[src/rtl/req_arbiter_4.sv]
// req_arbiter_4: four-requester arbiter for one shared resource.
// The owner keeps the grant until it drops its request or, when MAX_HOLD is
// non-zero, until it has held the resource for MAX_HOLD consecutive cycles.
// Winner selection is fixed priority (req[3] highest) or round-robin. All
// outputs come straight from flops, so there is no combinational path from
// req to gnt.
module req_arbiter_4 #(
    parameter bit          ROUND_ROBIN = 1'b1,
    parameter int unsigned MAX_HOLD    = 16
) (
    input  logic       clk,
    input  logic       reset_n,
    input  logic [3:0] req,
    output logic [3:0] gnt,
    output logic [1:0] gnt_id,
    output logic       gnt_valid,
    output logic       timeout
);

    typedef enum logic {
        IDLE = 1'b0,
        BUSY = 1'b1
    } state_t;

    localparam logic [7:0] HOLD_LIMIT  = 8'(MAX_HOLD);
    localparam bit         HOLD_ACTIVE = (MAX_HOLD != 0);

    state_t     state;
    state_t     state_nxt;
    logic [3:0] gnt_nxt;
    logic [1:0] gnt_id_nxt;
    logic       gnt_valid_nxt;
    logic       timeout_nxt;
    logic [1:0] ptr;
    logic [1:0] ptr_nxt;
    logic [7:0] hold_cnt;
    logic [7:0] hold_cnt_nxt;

    // Fixed priority is round-robin with the pointer parked on requester 3.
    logic [1:0] eff_ptr;
    assign eff_ptr = ROUND_ROBIN ? ptr : 2'd3;

    // Search order is p, p-1, p-2, p-3 (mod 4). Walking the list backwards
    // lets the earliest set position overwrite the later ones.
    function automatic logic [1:0] pick_winner(input logic [3:0] cand,
                                               input logic [1:0] p);
        logic [1:0] win;
        logic [1:0] idx;
        win = p;
        for (int k = 3; k >= 0; k--) begin
            idx = p - 2'(k);
            if (cand[idx]) begin
                win = idx;
            end
        end
        return win;
    endfunction

    // Next-state logic: decide whether this edge arbitrates, on which
    // candidate set, and what the grant, pointer and hold counter become.
    always_comb begin
        logic       do_arb;
        logic [3:0] cand;
        logic [1:0] win;

        state_nxt     = state;
        gnt_nxt       = gnt;
        gnt_id_nxt    = gnt_id;
        gnt_valid_nxt = gnt_valid;
        timeout_nxt   = 1'b0;
        ptr_nxt       = ptr;
        hold_cnt_nxt  = hold_cnt;
        do_arb        = 1'b0;
        cand          = 4'b0000;
        win           = 2'd0;

        case (state)
            IDLE: begin
                if (|req) begin
                    do_arb = 1'b1;
                    cand   = req;
                end
            end
            BUSY: begin
                if (!req[gnt_id]) begin
                    // Voluntary release wins over a coinciding timeout.
                    do_arb = 1'b1;
                    cand   = req;
                end else if (HOLD_ACTIVE && (hold_cnt == HOLD_LIMIT)) begin
                    // Forced release: the current owner sits this round out.
                    do_arb      = 1'b1;
                    cand        = req & ~gnt;
                    timeout_nxt = 1'b1;
                end else if (hold_cnt < HOLD_LIMIT) begin
                    hold_cnt_nxt = hold_cnt + 8'd1;
                end
            end
            default: begin
                state_nxt = IDLE;
            end
        endcase

        if (do_arb) begin
            if (|cand) begin
                win           = pick_winner(cand, eff_ptr);
                state_nxt     = BUSY;
                gnt_nxt       = 4'b0001 << win;
                gnt_id_nxt    = win;
                gnt_valid_nxt = 1'b1;
                hold_cnt_nxt  = 8'd1;
                if (ROUND_ROBIN) begin
                    ptr_nxt = win - 2'd1;
                end
            end else begin
                state_nxt     = IDLE;
                gnt_nxt       = 4'b0000;
                gnt_id_nxt    = 2'd0;
                gnt_valid_nxt = 1'b0;
                hold_cnt_nxt  = 8'd0;
            end
        end
    end

    // State and output registers; reset drops any grant immediately.
    always_ff @(posedge clk or negedge reset_n) begin
        if (!reset_n) begin
            state     <= IDLE;
            gnt       <= 4'b0000;
            gnt_id    <= 2'd0;
            gnt_valid <= 1'b0;
            timeout   <= 1'b0;
            ptr       <= 2'd0;
            hold_cnt  <= 8'd0;
        end else begin
            state     <= state_nxt;
            gnt       <= gnt_nxt;
            gnt_id    <= gnt_id_nxt;
            gnt_valid <= gnt_valid_nxt;
            timeout   <= timeout_nxt;
            ptr       <= ptr_nxt;
            hold_cnt  <= hold_cnt_nxt;
        end
    end

endmodule

[config.mk]
export PLATFORM = sky130hd
export DESIGN_NAME = req_arbiter_4
export DESIGN_NICKNAME = d
export VERILOG_FILES = /design/src/rtl/req_arbiter_4.sv
export SDC_FILE = /design/constraint.sdc
export NUM_CORES = 1
export LEC_CHECK = 0
export BUFFER_PORTS_ARGS = -buffer_cell sky130_fd_sc_hd__buf_2
export CORE_UTILIZATION = 40
export DETAILED_ROUTE_END_ITERATION = 16
export PLACE_DENSITY = 0.64
export SLEW_MARGIN = 20
export SYNTH_ARGS = -nofsm -noshare
export SYNTH_HDL_FRONTEND = slang
export SYNTH_SLANG_ARGS = --single-unit
[constraint.sdc]
create_clock -name clk -period 4.3 [get_ports clk]
set_input_delay 0.43 -clock clk [delete_from_list [all_inputs] [get_ports clk]]
set_output_delay 0.43 -clock clk [all_outputs]
set_load 0.005 [all_outputs]
# After elaboration in Yosys (flattened, before gate mapping)
# Index checks and enable logic that the tools add are counted.
[totals] ff_bits=18 input_bits=6 elab_cells=65
[op_classes] addsub=5 magnitude_cmp=6 eq_ne=2 shift=1 muxes=35 bitwise_logic=3 n_reduce_logical=7
[op_table] cell="8-bit 2-to-1 mux" n=5
[op_table] cell="4-bit 2-to-1 mux" n=4
[op_table] cell="2-bit by 3-bit less-than comparator with 1-bit output (second input constant)" n=5
[op_table] cell="2-bit 2-to-1 mux" n=7
[op_table] cell="1-bit 2-to-1 mux" n=12
[op_table] cell="1-bit binary-select mux with 2-bit select" n=5
[op_table] cell="8-bit by 1-bit adder with 8-bit output (second input constant)" n=1
[op_table] cell="8-bit by 5-bit equality test with 1-bit output (second input constant)" n=1
[op_table] cell="8-bit by 5-bit less-than comparator with 1-bit output (second input constant)" n=1
[op_table] cell="4-bit case mux with 2 select lines" n=1
[op_table] cell="4-bit OR reduction" n=2
[op_table] cell="2-bit nonzero test" n=3
[op_table] cell="4-bit AND" n=1
[op_table] cell="4-bit NOT" n=1
[op_table] cell="4-bit AND reduction" n=1
[op_table] cell="1-bit by 2-bit << shifter with 4-bit output (first input constant)" n=1
[op_table] cell="2-bit by 1-bit subtractor with 2-bit output (second input constant)" n=2
[op_table] cell="2-bit subtractor (second input constant)" n=2
[op_table] cell="2-bit by 1-bit inequality test with 1-bit output (second input constant)" n=1
[op_table] cell="1-bit case mux with 2 select lines" n=1
[op_table] cell="2-bit AND reduction" n=1
[op_table] cell="1-bit NOT" n=1

# Longest topological paths before layout
# Gate-level depths: netlist of run 1.
[depth] depth_word=15 mapped_depth=8 mapped_depth_nobuf=8

# Worst setup path after synthesis of run 1
# No wires, ideal clock.
[synth_path] path_type="flip-flop to flip-flop" start="register hold_cnt[0]" end="register gnt_id[1]" setup_ns=0.122 arrival_time_ns=1.758 t_required_ns=4.178 slack_ns=2.421 path_stages_with_launch=9 period_less_slack_ns=1.879 path_cell_list="dfrtp_1 -> inv_1 -> ha_1 -> nand4bb_1 -> nor3_4 -> o21ai_4 -> or2_0 -> a21o_1 -> a32o_1"
[synth_between] elab_chain_len=13
[synth_rtl] element="start, declared" line_no="36" rtl="logic [7:0] hold_cnt;"
[synth_rtl] element="start signal, assigned" line_no="141" rtl="hold_cnt <= hold_cnt_nxt;"
[synth_rtl] element="8-bit by 5-bit equality test with 1-bit output *" line_no="89" rtl="end else if (HOLD_ACTIVE && (hold_cnt == HOLD_LIMIT)) begin"
[synth_rtl] element="4-bit 2-to-1 mux" line_no="89"
[synth_rtl] element="4-bit 2-to-1 mux" line_no="85" rtl="if (!req[gnt_id]) begin"
[synth_rtl] element="4-bit case mux with 2 select lines" line_no="77" rtl="case (state)"
[synth_rtl] element="1-bit binary-select mux with 2-bit select" line_no="52" rtl="if (cand[idx]) begin"
[synth_rtl] element="1-bit 2-to-1 mux (implied by the code)" line_no="52"
[synth_rtl] element="2-bit 2-to-1 mux (4 in series)" line_no="52"
[synth_rtl] element="2-bit 2-to-1 mux" line_no="104" rtl="if (|cand) begin"
[synth_rtl] element="2-bit 2-to-1 mux" line_no="103" rtl="if (do_arb) begin"
[synth_rtl] element="2-bit 2-to-1 mux" line_no="104"
[synth_rtl] element="end signal, assigned" line_no="137" rtl="gnt_id <= gnt_id_nxt;"
[synth_rtl] element="end, declared" line_no="15" rtl="output logic [1:0] gnt_id,"
# Mark *: on every way between the ends. The rest lies on a longest branch, timed or not. The select of a mux whose other input is x is not followed.
# A chain may end at the register's enable or synchronous reset.

# Worst setup path after layout of run 1
[layout_path] start="register hold_cnt[0]" end="register ptr[1], in the netlist eff_ptr[1]"
[layout_between] elab_chain_len=13
[layout_rtl] element="8-bit by 5-bit equality test with 1-bit output *" line_no="89"
[layout_rtl] element="4-bit 2-to-1 mux" line_no="89"
[layout_rtl] element="4-bit 2-to-1 mux" line_no="85"
[layout_rtl] element="4-bit case mux with 2 select lines" line_no="77"
[layout_rtl] element="1-bit binary-select mux with 2-bit select" line_no="52"
[layout_rtl] element="1-bit 2-to-1 mux (implied by the code)" line_no="52"
[layout_rtl] element="2-bit 2-to-1 mux (4 in series)" line_no="52"
[layout_rtl] element="2-bit 2-to-1 mux" line_no="104"
[layout_rtl] element="2-bit 2-to-1 mux" line_no="103"
[layout_rtl] element="2-bit by 1-bit subtractor with 2-bit output" line_no="112" rtl="ptr_nxt = win - 2'd1;"
[layout_rtl] element="end signal, assigned" line_no="140" rtl="ptr <= ptr_nxt;"
[layout_rtl] element="end, declared" line_no="34" rtl="logic [1:0] ptr;"
# Marks and branches as above.

==> metrics.txt, run 1 <==
number of synthesized flops with an enable pin=0; worst vdd ir=346 uV; via count=861; asr flop ratio synth=100%; Post-CTS Setup Bufs=0; initial antenna violation count=0; full die area=0.00279 mm^2; vias in the first global route=792; Least-Margin Pin Slew=685 ps; Global Route Usage Sum=17.6%; P&R area growth vs syn=11.2%; final hold vios=0; Crit Path Max Fanout=7; WL final=2180 um; relative slew slack=54.3%; Max Slew Vio Count=0; Setup crit end kind=flop; mapped cell area=0.00103 mm^2; slowest stage delay, CP=440 ps; Post-Syn Instances=104; Setup Crit Path Kind=flop to flop; R2R depth=8; Main synth FF type=dfrtp_1; Core Footprint=0.00245 mm^2; TNS Setup=0 ps; Synthesized Nets=112; period utilization=51.0%; first-pass GRT wire length=3540 um; syn_area_per_cell=9.95 um^2; max cap viols=0; Worst EP required=4500 ps; total clock sinks=18; register bit total from synthesis=18; crit path buf inv count=1; Max Fclk=456 MHz; post-layout min period=2190 ps; register area share after synthesis=43.5%; CTS Hold Buffers Added=0; Post-synth top cells=dfrtp_1, nor2_1, nand2_1, o21ai_0; number of DRC markers in iteration 0=19; post-route antenna net violation count=0; H-tree depth=1; synth top area cells=dfrtp_1, o21ai_0, nor2_1; fill count=235; CTS buffer count=3; Ports=14; Port Buffer Count=13; DRC Markers=0; run status=completed; Finish-stage setup viols=0; row count=18; chip height=52.9 um; global route overflow=0; clock root buffer=clkbuf_4; post-CTS resize count=0; pin count of the biggest net entering global routing=19; clk_skew=4.47 ps; WP depth=8; routed vias/inst=5.82; crit path DAT=2390 ps; CTS Buffer Depth=2; worst skew pair latency=300 ps; RSZ-0062 raised after global routing=false; TritonCTS clock tree=built; share of layout cells above drive strength 1=22.0%; Yosys warning count=0; Hold WC Path Type=input pin to async pin; Setup crit start kind=flop; Final Cell Area=0.00115 mm^2; Power Density=694 mW/mm^2; crit-path cells=inv_1, ha_1, nand4bb_1, nor3_1, o21ai_2, a22oi_1, o32ai_1, a211o_1; post-synth top area share=43.5%; drt pass-1 iters=5; Post-DP Area=0.00111 mm^2; Final GP Congestion=0.766; slowest cell on the critical path=dfrtp_1; WL per Instance=14.8 um; synth unique cells=38; Crit path max-delay family=compound AO/OA/AOI/OAI gates; Reg clk slew, reported paths=120 ps; largest area contributor in the netlist=dfrtp_1; Lkg Pwr=0.554 nW; post-DP HPWL=1600 um; antenna diode count=0; final net count=127; die width=52.9 um; initial core utilization=42.2%; most frequent cell after synthesis=dfrtp_1
## cell families after synthesis
logic type               Yosys count  share of synthesized area (%)
buffers and inverters              7                           3.63
adder cells (fa/ha/maj)            2                           2.42
AO/OA/AOI/OAI                     31                           23.5
flip-flops                        18                           43.5
AND/OR/NAND/NOR                   40                           21.5
XOR/XNOR                           3                           2.54
multiplexers                       3                           2.90
## routing by layer
layer | track usage (%) | vias up | routed length, um
met5 | 0 | - | 0
li1 | - | 407 | -
met3 | 3.45 | 2 | 104
met4 | 5.26 | 0 | 13
met2 | 28.5 | 31 | 1030
met1 | 23.6 | 421 | 1040
## registers in the layout, indices dropped and copies added, names as in the netlist
signal,count
gnt_id,2
eff_ptr,2
gnt,4
hold_cnt,8
timeout,1
state,1
## cell type report
type / instances / area, um^2 / share of cell area, %
Multi-Input combinational cell: 79 / 547 / 47.5
Sequential cell: 18 / 450 / 39.1
Timing Repair Buffer: 13 / 65.1 / 5.65
Tap cell: 30 / 37.5 / 3.26
Clock buffer: 4 / 36.3 / 3.15
Inverter: 4 / 15.0 / 1.30
## placed cells by master, fill, tap and decap left out, types with 2 or more instances in the layout
cell / instances
a21o_1: 4
o21ai_0: 9
o21ai_4: 2
nand2_1: 9
nand2b_1: 2
o21ai_2: 2
mux2i_1: 3
ha_1: 2
a221o_1: 2
clkbuf_4: 3
and2_1: 4
nor2_1: 12
a21oi_1: 3
dfrtp_1: 18
nor3_1: 2
nor3_2: 3
xor2_1: 2
buf_2: 13
inv_1: 4
## through the flow
| step | util (%) | total power [mW] | hold slack [ps] | setup slack, ps | instances |
|---|---|---|---|---|---|
| finish | 46.9 | 0.799 | 36.2 | 2110 | 148 |
| global route | 46.9 | 0.871 | 62.0 | 1960 | 148 |
| floorplan | - | 0.586 | 134 | 2420 | 104 |
| detailed placement | 45.4 | 0.690 | 385 | 2130 | 144 |
| CTS | 46.9 | 0.799 | 52.6 | 2120 | 148 |
| global placement | 45.4 | 0.677 | 377 | 2190 | 144 |
## report_power, final
part	internal (mW)	total, mW	switching [mW]
clock network	0.0516	0.110	0.0581
logic	0.171	0.392	0.221
registers	0.225	0.298	0.0722
## final timing paths
| check | from | endpoint | slack [ps] |
|---|---|---|---|
| worst max-delay path | hold_cnt[0] | eff_ptr[1] | 2110 |
| min in group clk | hold_cnt[5] | hold_cnt[5] | 490 |
| max in group asynchronous | reset_n | hold_cnt[0] | 3980 |
| worst min-delay path | reset_n | gnt_id[0] | 40 |
| worst max register to register | hold_cnt[0] | eff_ptr[1] | 2110 |
| worst min register to register | hold_cnt[5] | hold_cnt[5] | 490 |
Power figures use the tool's default switching activity.
==> run 2, diff against run 1 <==
- clock period: 4.3 -> 2.3 ns (I/O delays scaled with it)
==> metrics.txt, run 2 (same netlist as run 1, synthesis figures left out) <==
clock root buffer=clkbuf_4; P&R area growth vs syn=13.4%; fin util=47.8%; crit path buf inv count=1; WL per Instance=13.6 um; CTS buffer count=3; full die area=0.00279 mm^2; period utilization=90.8%; Crit Path Max Fanout=10; final net count=129; Core Footprint=0.00245 mm^2; max cap viols=0; Max Slew Vio Count=0; Setup crit end kind=flop; die width=52.9 um; largest reg by FF count=hold_cnt; TNS Setup=0 ps; slowest stage delay, CP=430 ps; Setup crit start kind=flop; Crit path max-delay family=simple AND/OR/NAND/NOR gates; Port Buffer Count=13; TritonCTS clock tree=built; Reg clk slew, reported paths=110 ps; antenna diode count=0; Top Registers=hold_cnt (8), gnt (4); crit path DAT=2280 ps; Final GP Congestion=0.769; row count=18; Worst EP required=2490 ps; Lkg Pwr=0.566 nW; Finish-stage setup viols=0; post-route antenna net violation count=0; Global Route Usage Sum=17.2%; via count=858; Power, Total=1.50 mW; setup ws final=213 ps; slowest cell on the critical path=dfrtp_1; drt pass-1 iters=4; global route overflow=0; Ports=14; most frequent cells in the layout=dfrtp_1, buf_2, nor2_1; chip height=52.9 um; Final Cell Area=0.00117 mm^2; vias in the first global route=790; Least-Margin Pin Slew=426 ps; initial core utilization=42.2%; number of DRC markers in iteration 0=19; total clock sinks=18; routed vias/inst=5.72; crit-path cells=inv_1, ha_1, nand4bb_1, nor3_4, o21ai_4, or2_0, a21o_1, a32o_1; post-DP HPWL=1510 um; initial antenna violation count=0; final hold vios=0; Hold WC Path Type=input pin to async pin; first-pass GRT wire length=3480 um; worst skew pair latency=290 ps; relative slew slack=71.6%; Max Fclk=479 MHz; Post-Place Setup Slack=189 ps; H-tree depth=1; worst vdd ir=625 uV; Power Density=1270 mW/mm^2; share of layout cells above drive strength 1=23.3%; Post-DP Area=0.00112 mm^2; RSZ-0062 raised after global routing=false; pin count of the biggest net entering global routing=19; Largest register FFs=8; DRC Markers=0; WL final=2040 um; post-layout min period=2090 ps; clk_skew=4.27 ps; most common cell after layout, fill and taps aside=dfrtp_1; Setup Crit Path Kind=flop to flop; CTS Buffer Depth=2; run status=completed
-- run 2: changes by cell type in the layout (fill, tap and decap cells not counted) --
| cell | previous run | this run |
|---|---|---|
| buf_4 | 0 | 1 |
| dlygate4sd3_1 | 0 | 1 |
| nor3_1 | 2 | 1 |
| nor3_2 | 3 | 4 |
-- run 2: report_power, final --
group	internal [mW]	switching, mW
clock	0.0963	0.101
sequential	0.422	0.137
combinational	0.334	0.406
total	0.852	0.644
-- run 2: final cells by class --
| class | count | area (um^2) |
|---|---|---|
| clock buffer | 4 | 36.3 |
| fill | 228 | 1280 |
| inverter | 4 | 15.0 |
| multi-input combinational | 79 | 552 |
| sequential | 18 | 450 |
| tap | 30 | 37.5 |
| timing repair buffer | 15 | 82.6 |
-- run 2: repair_timing --
action | CTS | global route
hold buffers | 1 | 0
gates resized for setup | 0 | 1
hold endpoints to repair | 18 | 0
setup buffers | 0 | 0
setup endpoints to repair | 0 | 1
-- run 2: worst paths after layout --
| path | depth (start not counted) | to | from | slack [ps] |
|---|---|---|---|---|
| max | 8 | gnt_id[1] | hold_cnt[0] | 210 |
| min | 2 | gnt_id[0] | reset_n | 390 |
| max reg2reg | 8 | gnt_id[1] | hold_cnt[0] | 210 |
| min reg2reg | 1 | hold_cnt[7] | hold_cnt[7] | 500 |
| max in group asynchronous | 2 | gnt[2] | reset_n | 1630 |
| min in group clk | 3 | gnt_id[0] | req[2] | 390 |
-- run 2: through the flow --
step / std cells / hold slack [ps]
after global routing: 150 / 377
after CTS: 150 / 376
after detailed placement: 145 / 187
after floorplan: 104 / -65.6
after global placement: 145 / 176
final: 150 / 385
-- run 2: routing by layer --
layer	vias to the layer above	routed length, um	track usage [%]
li1	412	-	-
met1	416	1030	22.4
met2	26	909	28.3
met3	4	83	3.45
met4	0	17	5.26
met5	-	0	0
